==> config.mk <==
export PLATFORM = sky130hd
export DESIGN_NAME = i2s_tx_multi
export DESIGN_NICKNAME = d
export VERILOG_FILES = /design/src/rtl/i2s_tx_multi.sv
export SDC_FILE = /design/constraint.sdc
export NUM_CORES = 1
export LEC_CHECK = 0
export ABC_CLOCK_PERIOD_IN_PS = 2200
export CAP_MARGIN = 10
export CORE_ASPECT_RATIO = 1.5
export CORE_MARGIN = 1
export CORE_UTILIZATION = 55
export CTS_BUF_LIST = sky130_fd_sc_hd__clkbuf_4 sky130_fd_sc_hd__clkbuf_8 sky130_fd_sc_hd__clkbuf_16
export DETAILED_ROUTE_END_ITERATION = 16
export PLACE_DENSITY = 0.76
export SLEW_MARGIN = 20
export SYNTH_ARGS = -nofsm -noshare
export SYNTH_HDL_FRONTEND = slang
export SYNTH_SLANG_ARGS = --single-unit
==> constraint.sdc <==
create_clock -name iCLK_50 -period 2.2 [get_ports iCLK_50]
set_input_delay 0.22 -clock iCLK_50 [delete_from_list [all_inputs] [get_ports iCLK_50]]
set_output_delay 0.22 -clock iCLK_50 [all_outputs]
set_load 0.02 [all_outputs]
==> src/rtl/i2s_tx_multi.sv <==
// rtl/i2s_tx_multi.sv - multi-channel I2S/TDM serial transmitter fed by a frame FIFO
// Build option I2S_TX_UNDERRUN_HOLD_EN: an underrun resends the last popped frame instead of zeros.
module i2s_tx_multi #(
    parameter int SAMPLE_W   = 16,
    parameter int SLOT_W     = 32,
    parameter int CHANNELS   = 2,
    parameter int BCLK_DIV   = 8,
    parameter int FIFO_DEPTH = 8
) (
    input  logic                         iCLK_50,
    input  logic                         iRESET_n,
    input  logic                         iENABLE,
    input  logic                         iTDM,
    input  logic [CHANNELS*SAMPLE_W-1:0] iSAMPLE,
    input  logic                         iVALID,
    output logic                         oREADY,
    output logic                         oBCLK,
    output logic                         oLRCK,
    output logic                         oSDATA,
    output logic [$clog2(FIFO_DEPTH):0]  oLEVEL,
    output logic                         oUNDERRUN
);
    localparam int FW    = CHANNELS * SAMPLE_W;
    localparam int FRAME = CHANNELS * SLOT_W;
    localparam int AW    = $clog2(FIFO_DEPTH);
    localparam int BW    = $clog2(FRAME);
    localparam int CW    = $clog2(BCLK_DIV);
    localparam int IW    = $clog2(FW);
    localparam logic [AW:0]    DEPTH_L  = FIFO_DEPTH[AW:0];
    localparam logic [CW-1:0]  CYC_LAST = CW'(BCLK_DIV - 1);
    localparam logic [CW-1:0]  CYC_HALF = CW'(BCLK_DIV / 2);
    localparam logic [BW-1:0]  BIT_LAST = BW'(FRAME - 1);
    localparam logic [BW-1:0]  BIT_HALF = BW'(FRAME / 2);
    localparam bit             LAST_IN  = (SLOT_W == SAMPLE_W);

    typedef enum logic [1:0] {IDLE = 2'd0, RUN = 2'd1, STOP = 2'd2} state_t;

    // Assertion is immediate through the flops' async clear; release takes two clock edges.
    logic [1:0] rst_sync_q;
    logic       rst_n;
    always_ff @(posedge iCLK_50 or negedge iRESET_n) begin
        if (!iRESET_n) rst_sync_q <= 2'b00;
        else           rst_sync_q <= {rst_sync_q[0], 1'b1};
    end
    assign rst_n = rst_sync_q[1];

    logic [FW-1:0] mem_q [FIFO_DEPTH];
    logic [AW-1:0] wr_q, rd_q;
    logic [AW:0]   level_q;
    logic          full, empty, push, pop;

    assign full  = (level_q == DEPTH_L);
    assign empty = (level_q == '0);
    assign push  = iVALID && (!full || pop);

    always_ff @(posedge iCLK_50 or negedge rst_n) begin
        if (!rst_n) begin
            wr_q    <= '0;
            rd_q    <= '0;
            level_q <= '0;
        end else begin
            if (push) wr_q <= wr_q + AW'(1);
            if (pop)  rd_q <= rd_q + AW'(1);
            level_q <= level_q + {{AW{1'b0}}, push} - {{AW{1'b0}}, pop};
        end
    end

    always_ff @(posedge iCLK_50) begin
        if (push) mem_q[wr_q] <= iSAMPLE;
    end

    state_t        state_q, state_d;
    logic [CW-1:0] cyc_q, cyc_d;
    logic [BW-1:0] bit_q, bit_d;
    logic [FW-1:0] frame_q, frame_d;
    logic          prev_q, prev_d, tdm_q, tdm_d, drain_q, drain_d, undr_q, undr_d;

    always_ff @(posedge iCLK_50 or negedge rst_n) begin
        if (!rst_n) begin
            state_q <= IDLE;
            cyc_q   <= '0;
            bit_q   <= '0;
            frame_q <= '0;
            prev_q  <= 1'b0;
            tdm_q   <= 1'b0;
            drain_q <= 1'b0;
            undr_q  <= 1'b0;
        end else begin
            state_q <= state_d;
            cyc_q   <= cyc_d;
            bit_q   <= bit_d;
            frame_q <= frame_d;
            prev_q  <= prev_d;
            tdm_q   <= tdm_d;
            drain_q <= drain_d;
            undr_q  <= undr_d;
        end
    end

    always_comb begin
        state_d = state_q;
        cyc_d   = cyc_q;
        bit_d   = bit_q;
        frame_d = frame_q;
        prev_d  = prev_q;
        tdm_d   = tdm_q;
        drain_d = drain_q;
        undr_d  = undr_q;
        pop     = 1'b0;
        case (state_q)
            IDLE: begin
                if (iENABLE && !empty) begin
                    pop     = 1'b1;
                    frame_d = mem_q[rd_q];
                    tdm_d   = iTDM;
                    undr_d  = 1'b0;
                    prev_d  = 1'b0;
                    cyc_d   = '0;
                    bit_d   = '0;
                    drain_d = 1'b0;
                    state_d = RUN;
                end
            end
            RUN: begin
                cyc_d = cyc_q + CW'(1);
                if (cyc_q == CYC_LAST) begin
                    cyc_d = '0;
                    if (drain_q) begin
                        state_d = STOP;
                    end else if (bit_q == BIT_LAST) begin
                        // Bit 0 of the next frame carries the last slot's final bit.
                        bit_d  = '0;
                        prev_d = LAST_IN ? frame_q[(CHANNELS-1)*SAMPLE_W] : 1'b0;
                        if (!iENABLE) begin
                            drain_d = 1'b1;
                        end else if (!empty) begin
                            pop     = 1'b1;
                            frame_d = mem_q[rd_q];
                        end else begin
                            undr_d = 1'b1;
`ifdef I2S_TX_UNDERRUN_HOLD_EN
                            frame_d = frame_q;
`else
                            frame_d = '0;
`endif
                        end
                    end else begin
                        bit_d = bit_q + BW'(1);
                    end
                end
            end
            STOP: begin
                state_d = IDLE;
                cyc_d   = '0;
                bit_d   = '0;
                drain_d = 1'b0;
            end
            default: state_d = IDLE;
        endcase
    end

    logic          sdata;
    int            pos, slot, jpos;
    always_comb begin
        sdata = 1'b0;
        pos   = 0;
        slot  = 0;
        jpos  = 0;
        if (state_q == RUN) begin
            if (bit_q == '0) begin
                sdata = prev_q;
            end else begin
                pos  = int'(bit_q) - 1;
                slot = pos / SLOT_W;
                jpos = pos % SLOT_W;
                if (jpos < SAMPLE_W) sdata = frame_q[IW'(slot*SAMPLE_W + SAMPLE_W - 1 - jpos)];
            end
        end
    end

    assign oBCLK     = (state_q == RUN) && (cyc_q >= CYC_HALF);
    assign oLRCK     = (state_q == RUN) && (tdm_q ? (bit_q == '0) : (bit_q >= BIT_HALF));
    assign oSDATA    = sdata;
    assign oREADY    = !full;
    assign oLEVEL    = level_q;
    assign oUNDERRUN = undr_q;
endmodule

==> summary by stage, run 1 <==
Run status
The flow ran to the end, but the final reports show violations. The checks that failed: DRC, setup timing.

Min path
The worst hold path was traced through 2 stages. The worst hold path belongs to the class input pin to flip-flop. The hold-critical path endpoint is tdm_q. The startpoint identified for the worst hold timing path is iTDM.

Setup path
STA classifies the critical path startpoint as a flip-flop. The type of the setup path with the least slack is flip-flop to flip-flop. Setup slack on the worst reg-to-reg path comes out at -0.51 ns.

STA classifies the critical path endpoint as a flip-flop. For the worst setup path, the data required time is 2.51 ns. The number of cells on the worst reg-to-reg path is 14. The maximum net fanout on the critical path is 6. The worst endpoint data arrival time is 3.02 ns. The launch point of the worst reg-to-reg path is oLEVEL[2]. The worst register-to-register path ends at mem_q[4][27].

Synthesis
Synthesis produced a netlist whose cell count is 662. After synthesis, the cell types taking the most area are sky130_fd_sc_hd__edfxtp_1 (61%), sky130_fd_sc_hd__mux4_2 (13%), sky130_fd_sc_hd__dfrtp_1 (12%), sky130_fd_sc_hd__mux2i_1 (3.0%), sky130_fd_sc_hd__o21ai_0 (1.6%). Counting every net in the synthesized netlist gives 712. The share of the synthesized area in the top cell type is 61.3%.

The top cell type by total area after synthesis is sky130_fd_sc_hd__edfxtp_1. The number of synthesis warnings is 0. After synthesis, the mean cell area works out to 18.9 um2.

The sequential element share of the synthesized area is 72.9%. The distinct cell type count after synthesis is 52. The synthesized netlist occupies a cell area of 12500 um2. Synthesis inferred 314 register bits.

Pwr
The relative contribution of the clock network to total power is 23.0%. Net switching is 31.3% of the power. Summed over all nets, the switching power comes to 0.00667 W.

The internal portion of the total power is 0.0147 W. The analysis attributes to cell leakage a power of 5.70 nW. The share of total power in sequential cells is 39.0%. The total power is 0.0213 W.

IR analysis of the VDD net gives a maximum drop of 0.000795 V. Combinational cells account for 38.0% of the total power. For this design the ratio of total power to cell area is 1310 nW/um2.

Route
In the routed design, unresolved DRC markers number 3. The number of DRC markers after the initial detailed-route iteration is 718. In the routed layout, each cell is associated on average with a via count of 6.29. Dividing the detail-routed wire length by the instance count gives 27.8 um. The detailed-route wire length is 31600 um. For this block, the via count after detailed routing is 7134. In this run the remaining antenna-violating nets after routing total 0. The first detailed-routing pass ran for 13 iterations.

Clock tree
The number of H-tree levels is 1. The clock-pin slew reported for the worst setup and hold paths after clock tree synthesis is 0.07 ns. In this run the deepest clock path goes through 3 buffers. The number of clock sinks is 314.

The tree is rooted in a sky130_fd_sc_hd__clkbuf_16. The clock tree from TritonCTS is yes. The clock latency on the worst-skew pair is 0.56 ns. The CTS buffer count is 28.

Floorplan
The initial standard-cell utilization of the core is 56.0%. The die covers 23400 um2. The die width is 125 um.

46 I/O pins were placed. The placeable core area is 22400 um2. Measured along the y axis, the die boundary spans 187 um. The number of core rows is 67.

Layout
The leading cell type in the layout, fill and taps excluded is sky130_fd_sc_hd__edfxtp_1. The area growth from synthesis to layout is 30.1%. After the last flow step, the layout net total stands at 887. Leaving out fill and tap cells, the most frequent cells in the layout are sky130_fd_sc_hd__edfxtp_1 (256), sky130_fd_sc_hd__mux4_2 (72), sky130_fd_sc_hd__buf_4 (50), sky130_fd_sc_hd__dfrtp_1 (49), sky130_fd_sc_hd__nand2_1 (45).

The number of antenna diodes in the final layout is 0. Once layout is complete, the utilization of the core stands at 72.8%. The ratio of cells with drive above 1 in the final layout is 36.9%.

STA
The final hold slack is 0.293 ns. The achievable frequency is 370 MHz. The transition time of the tightest slew-check pin is 0.690 ns. The final number of max-transition violations is 0. The hold violation total from the final report is 0. Setup repair after global routing could not meet its margin everywhere. Setup slack on the critical path of the routed design comes to -0.506 ns. The final critical path time including I/O delays and setup is 2.71 ns. The count of endpoints failing setup in the final report is 260. In this run the tightest slew margin relative to its limit is 54.0%. Of the available clock period, the critical path in the final layout requires 123%. Across the routed clock network, the largest skew measured is 0.0216 ns.

Global routing
The first global-routing pass estimated 45800 um of wire. The number of antenna violations at the first check in global routing was 0. The pin count of the biggest net entering global routing is 67. The number of global-route vias before repair came to 7631. For this run the aggregate overflow at the end of global routing stands at 0.

Across every metal layer, demand over resource in global routing totals 26.4%.

Flow run
The tool flagged a number of max-cap violations equal to 0.

Placement
After legalization and detailed placement, the total HPWL measured 15800 um. Input and output buffers added on the ports amount to 45. The final RePlAce weighted congestion is 0.862.
-- timing repair --
item                       4_1_cts  5_1_grt
hold endpoints to repair         2        0
resized for setup               87       20
cloned                          14        8
setup buffers                   40       10
pin swaps                       19        5
hold buffers                     1        0
setup endpoints to repair      265      264
-- area by class of cell --
| cell class | instances | area, um2 |
|---|---|---|
| timing repair buffer | 178 | 2370 |
| sequential | 314 | 9150 |
| clock buffer | 38 | 812 |
| multi-input combinational | 303 | 3470 |
| clock inverter | 14 | 104 |
| tap | 276 | 345 |
| inverter | 12 | 45.0 |
| fill | 1227 | 6080 |
-- flip-flops by register name, summed over array words and instances, names as in the netlist --
signal and count:
mem_q 256, frame_q 32, bit_q 6, oLEVEL 4, cyc_q 3, rd_q 3
wr_q 3, rst_sync_q 2, state_q 2, drain_q 1, oUNDERRUN 1, tdm_q 1
-- worst max path at each step --
stage / start / end / slack (ns) / depth (start not counted)
2_1_floorplan: bit_q[1] / mem_q[5][0] / -0.59 / 7
3_3_place_gp: bit_q[0] / oSDATA / -0.45 / 8
3_5_place_dp: bit_q[0] / oSDATA / -0.51 / 8
4_1_cts: bit_q[0] / oSDATA / -0.42 / 10
5_1_grt: bit_q[1] / oSDATA / -0.55 / 9
6_report: oLEVEL[2] / mem_q[4][27] / -0.51 / 14
-- routing by layer --
| metal | part of all wire [%] | wire [um] | vias up | GRT usage, % |
|---|---|---|---|---|
| met5 | 0 | 0 | - | 0 |
| met4 | 4.5 | 1430 | 0 | 13.1 |
| met3 | 5.8 | 1820 | 87 | 3.15 |
| met2 | 55 | 17400 | 341 | 47.4 |
| met1 | 35 | 11000 | 3721 | 31.6 |
| li1 | - | - | 2985 | - |
-- power by group through the flow --
stage / combinational, W / sequential, W / clock, W
after global routing: 0.00855 / 0.00840 / 0.00516
after CTS: 0.00758 / 0.00824 / 0.00486
final: 0.00810 / 0.00832 / 0.00491
after floorplan: 0.00411 / 0.00814 / 0
after detailed placement: 0.00633 / 0.00833 / 0
after global placement: 0.00613 / 0.00823 / 0
-- logic make-up after synthesis --
kind of cell | Yosys count | synth area share (%)
AO/OA/AOI/OAI | 71 | 3.49
XOR/XNOR | 8 | 0.619
adder cells (fa/ha/maj) | 13 | 1.36
buffers and inverters | 45 | 1.69
flip-flops | 314 | 72.9
multiplexers | 113 | 16.3
other | 1 | 0.0299
AND/OR/NAND/NOR | 97 | 3.61
-- per-stage QoR --
| step | std cells | TNS, ns | area, um2 | setup WS [ns] |
|---|---|---|---|---|
| floorplan | 662 | -88.49 | 12600 | -0.591 |
| global placement | 1017 | -68.81 | 14000 | -0.448 |
| detailed placement | 1017 | -82.05 | 14000 | -0.510 |
| CTS | 1122 | -71.87 | 16000 | -0.417 |
| global route | 1135 | -113.34 | 16300 | -0.551 |
| finish | 1135 | -99.78 | 16300 | -0.506 |
-- worst max-delay path, stage by stage, from the launching register on --
cell and delay (ns):
sky130_fd_sc_hd__dfrtp_2 0.41, sky130_fd_sc_hd__inv_2 0.06, sky130_fd_sc_hd__ha_2 0.15, sky130_fd_sc_hd__or3b_4 0.37, sky130_fd_sc_hd__and2_4 0.17, sky130_fd_sc_hd__and3_4 0.20, sky130_fd_sc_hd__buf_6 0.11, sky130_fd_sc_hd__buf_6 0.10
sky130_fd_sc_hd__buf_6 0.11, sky130_fd_sc_hd__o21ai_4 0.20, sky130_fd_sc_hd__buf_12 0.15, sky130_fd_sc_hd__buf_6 0.09, sky130_fd_sc_hd__nor2_4 0.04, sky130_fd_sc_hd__buf_12 0.14, sky130_fd_sc_hd__clkbuf_16 0.16
-- cell usage after synthesis (all sizes together) --
master   count
edfxtp     256
mux4        72
dfrtp       58
nand2       47
o21ai       42
mux2i       38
buf         19
nor2        17
clkbuf      14
ha          12
inv         12
a21oi        8
nand3        6
nor3         6
xnor2        6
and3         4
nand2b       4
and2         3
mux2         3
o211ai       3
or3b         3
a21o         2
a22oi        2
nand3b       2
o21bai       2
o2bb2ai      2
o31ai        2
or3          2
xor2         2
a311oi       1
a32oi        1
a41oi        1
and2b        1
conb         1
fa           1
nor2b        1
nor4         1
o2111ai      1
o21ba        1
o22a         1
o22ai        1
o41ai        1
Power figures use the tool's default switching activity.
==> run 2: changes to the inputs <==
--- a/config.mk
+++ b/config.mk
@@ -9,10 +9,10 @@
 export CAP_MARGIN = 10
 export CORE_ASPECT_RATIO = 1.5
 export CORE_MARGIN = 1
-export CORE_UTILIZATION = 55
+export CORE_UTILIZATION = 51
 export CTS_BUF_LIST = sky130_fd_sc_hd__clkbuf_4 sky130_fd_sc_hd__clkbuf_8 sky130_fd_sc_hd__clkbuf_16
 export DETAILED_ROUTE_END_ITERATION = 16
-export PLACE_DENSITY = 0.76
+export PLACE_DENSITY = 0.71
 export SLEW_MARGIN = 20
 export SYNTH_ARGS = -nofsm -noshare
 export SYNTH_HDL_FRONTEND = slang
==> run 2 against run 1 <==
The run ends with setup timing left. Flip-flop and latch count did not move. Worst hold slack got worse by 0.011 ns. Register-to-register slack improved by 0.15 ns. Final cell count rose by 4.2%. Sequential power fell by 0.8%. Critical path depth fell by 7. Sequential share of layout area fell by 0.13 points. Combinational power fell by 3.1%. Largest power group unchanged.
==> summary by stage, run 2 (synthesized netlist as in run 1, its figures left out) <==
Setup path
STA classifies the critical path startpoint as a flip-flop. For flop-to-flop paths, the worst setup slack is -0.36 ns. The launch point of the worst reg-to-reg path is cyc_q[0].

The worst setup path is of the flip-flop to output port kind. The worst endpoint data arrival time is 2.41 ns. The critical path contains buffers and inverters numbering 2 combined.

For the worst flop-to-flop path, the logic depth is 12. The slowest stage of the critical path belongs to the cell sky130_fd_sc_hd__dfrtp_1. The signal on the critical path passes through buf_4 > nor3_2 > xnor2_1 > mux2_2 > a21o_1 > a21oi_4 > buf_6. The kind of cell with the highest combined delay along the critical path is flip-flops. STA puts the critical path data required time at 1.98 ns. In this run the worst path has a maximum fanout of 4. The endpoint type of the worst setup path is an output port.

The stage delay of the slowest cell on the critical path is 0.40 ns. The terminus of the critical flop-to-flop path is mem_q[2][31].

Floorplan
From left edge to right edge, the die measures 130 um. The die is 194 um tall. The initial standard-cell utilization of the core is 52.4%. The die covers 25200 um2. The placeable core area is 23900 um2. The number of top-level pins is 46. The initialized floorplan defines 69 standard-cell rows.

Placement
The pre-CTS setup slack is -0.473 ns. The placed cell count is 1064. The placed instances occupy a cell area of 14100 um2.

The number of port buffers is 45. The final RePlAce weighted congestion is 0.797. The detailed placement HPWL is 16200 um.

STA
For the pin with the worst max-slew slack, the measured transition is 0.618 ns. Setup repair after global routing could not meet its margin everywhere. Between clock sinks in the finished design, the worst skew comes to 0.0141 ns.

Setup slack on the critical path of the routed design comes to -0.432 ns. Setup violations remaining at the end of the flow were counted as 260. The headroom to the max-slew limit is 58.8%. The achievable frequency is 380 MHz. The final critical path takes up 120% of the cycle. The hold violation total from the final report came to 0.

The final number of max-transition violations was 0. The final critical path time including I/O delays and setup is 2.63 ns.

Global routing
The number of antenna violations at the first check in global routing is 0. The global route total overflow is 0. The number of global-route vias before repair is 7417. The first global-routing pass estimated 44000 um of wire. The combined global-route utilization of all metal layers is 23.9%. The pin count of the biggest net entering global routing is 41.

Route
In the final routed layout, each cell accounts on average for 25.2 um. The detailed router finished its first iteration with 561 violations. The detailed-route wire length is 29800 um.

The number of vias per cell after detailed routing is 5.87. The number of nets still failing antenna checks after routing is 0. After detailed routing, the number of remaining DRC violations is 0. The routed layout has 6946 vias.

For this run, the detailed router's first-pass iteration total came to 4.

Flow run
The reported max-cap violation count is 0.

Layout
The number of nets in the layout is 892. Leaving out fill and tap cells, the most frequent cell in the layout is sky130_fd_sc_hd__edfxtp_1. After filler insertion, the fill cell instance count of the layout stands at 1474.

Leaving out fill and tap cells, the most frequent cells in the layout are sky130_fd_sc_hd__edfxtp_1 (256), sky130_fd_sc_hd__mux4_2 (72), sky130_fd_sc_hd__buf_4 (64), sky130_fd_sc_hd__dfrtp_1 (49), sky130_fd_sc_hd__nand2_1 (45). The largest registers in the layout are mem_q x256, frame_q x32, bit_q x6. Once layout is complete, the cells apart from fillers number 1183. The count of inserted antenna diode cells is 0.

The ratio of cells with drive above 1 in the final layout is 36.5%. The area growth from synthesis to layout is 30.4%. The flip-flop count of the largest register after layout is 256. The storage element area is 9150 um2.

The area of all placed cells without fillers is 16300 um2. In the final layout, the multi-input gates occupy 3500 um2. The register name with the most flops is mem_q.

Clock tree
The clock root buffer master is sky130_fd_sc_hd__clkbuf_16. At the later pin of the worst-skew pair, clock insertion delay measures 0.56 ns. The number of H-tree levels is 1.

Clock-pin slew was measured on the worst setup and hold paths at 0.07 ns. The clock tree from TritonCTS is yes. The clock passes through at most 3 buffers. Counting the buffers created by CTS gives 29.

The number of clock sinks is 314.

Pwr
Cell internal power was estimated by the tool at 0.0146 W. The relative contribution of the clock network to total power is 23.4%. The largest voltage drop on the vdd net is 0.000738 V. Power spread over the standard cell area amounts to 1290 nW/um2. Net switching is 30.3% of the power. The net switching component of the power is 0.00638 W. The leakage component of the power is 5.71 nW.

Combinational cells account for 37.3% of the total power. The share of total power in sequential cells is 39.2%.

Run status
The checks that failed: setup timing. The flow ran to the end, but the final reports show violations.

Min path
In this run the worst hold path is classified as flip-flop to asynchronous set/reset pin.
## run 2: cell count changes in the layout (fill, tap and decap cells not counted), sizes merged
| cell | previous run | this run |
|---|---|---|
| buf | 128 | 130 |
| bufinv | 1 | 3 |
| clkbuf | 44 | 41 |
| clkinv | 9 | 13 |
| dlygate4sd2 | 1 | 2 |
| dlymetal6s2s | 1 | 0 |
## run 2: area by class of cell
cell class              instances  share of cell area [%]
clock buffers                  33                    4.63
flip-flops and latches        314                    56.0
repair buffers                182                    14.2
multi-input cells             303                    21.4
well taps                     319                    2.44
clock inverters                20                    1.04
inverters                      12                   0.276
## run 2: per-layer routing
metal	share of wire (%)	up-vias	track usage [%]	routed length, um
met3	4.4	82	2.87	1300
met1	36	3655	28.3	10700
met2	55	217	43.9	16300
met4	4.8	0	8.66	1430
met5	0	-	0	0
li1	-	2992	-	-
## run 2: power groups by stage
| stage | registers, W | logic [W] | clock network [W] |
|---|---|---|---|
| 2_1_floorplan | 0.00814 | 0.00411 | 0 |
| 3_3_place_gp | 0.00824 | 0.00617 | 0 |
| 3_5_place_dp | 0.00832 | 0.00636 | 0 |
| 4_1_cts | 0.00821 | 0.00738 | 0.00498 |
| 5_1_grt | 0.00833 | 0.00832 | 0.00523 |
| 6_report | 0.00825 | 0.00785 | 0.00493 |
## run 2: what timing repair did
| action | CTS | global route |
|---|---|---|
| hold endpoints to repair | 2 | 0 |
| pin swaps | 14 | 10 |
| hold buffers | 1 | 0 |
| setup endpoints to repair | 264 | 263 |
| gates resized for setup | 84 | 16 |
| setup buffers | 33 | 10 |
| cloned | 14 | 9 |
## run 2: worst max path at each step
stage	cells past startpoint	to	start
2_1_floorplan	7	mem_q[5][0]	bit_q[1]
3_3_place_gp	8	oSDATA	bit_q[1]
3_5_place_dp	8	oSDATA	bit_q[1]
4_1_cts	8	oSDATA	bit_q[0]
5_1_grt	8	oSDATA	bit_q[1]
6_report	7	oSDATA	bit_q[1]
## run 2: per-stage QoR
| stage | hold WS (ns) | TNS (ns) | power [W] | utilization [%] |
|---|---|---|---|---|
| 4_1_cts | 0.263 | -56.76 | 0.0206 | 66.6 |
| 6_report | 0.282 | -66.98 | 0.0210 | 68.3 |
| 2_1_floorplan | -0.0756 | -88.49 | 0.0123 | - |
| 3_3_place_gp | 0.299 | -82.85 | 0.0144 | 58.8 |
| 3_5_place_dp | 0.304 | -99.55 | 0.0147 | 58.8 |
| 5_1_grt | 0.280 | -90.60 | 0.0219 | 68.3 |
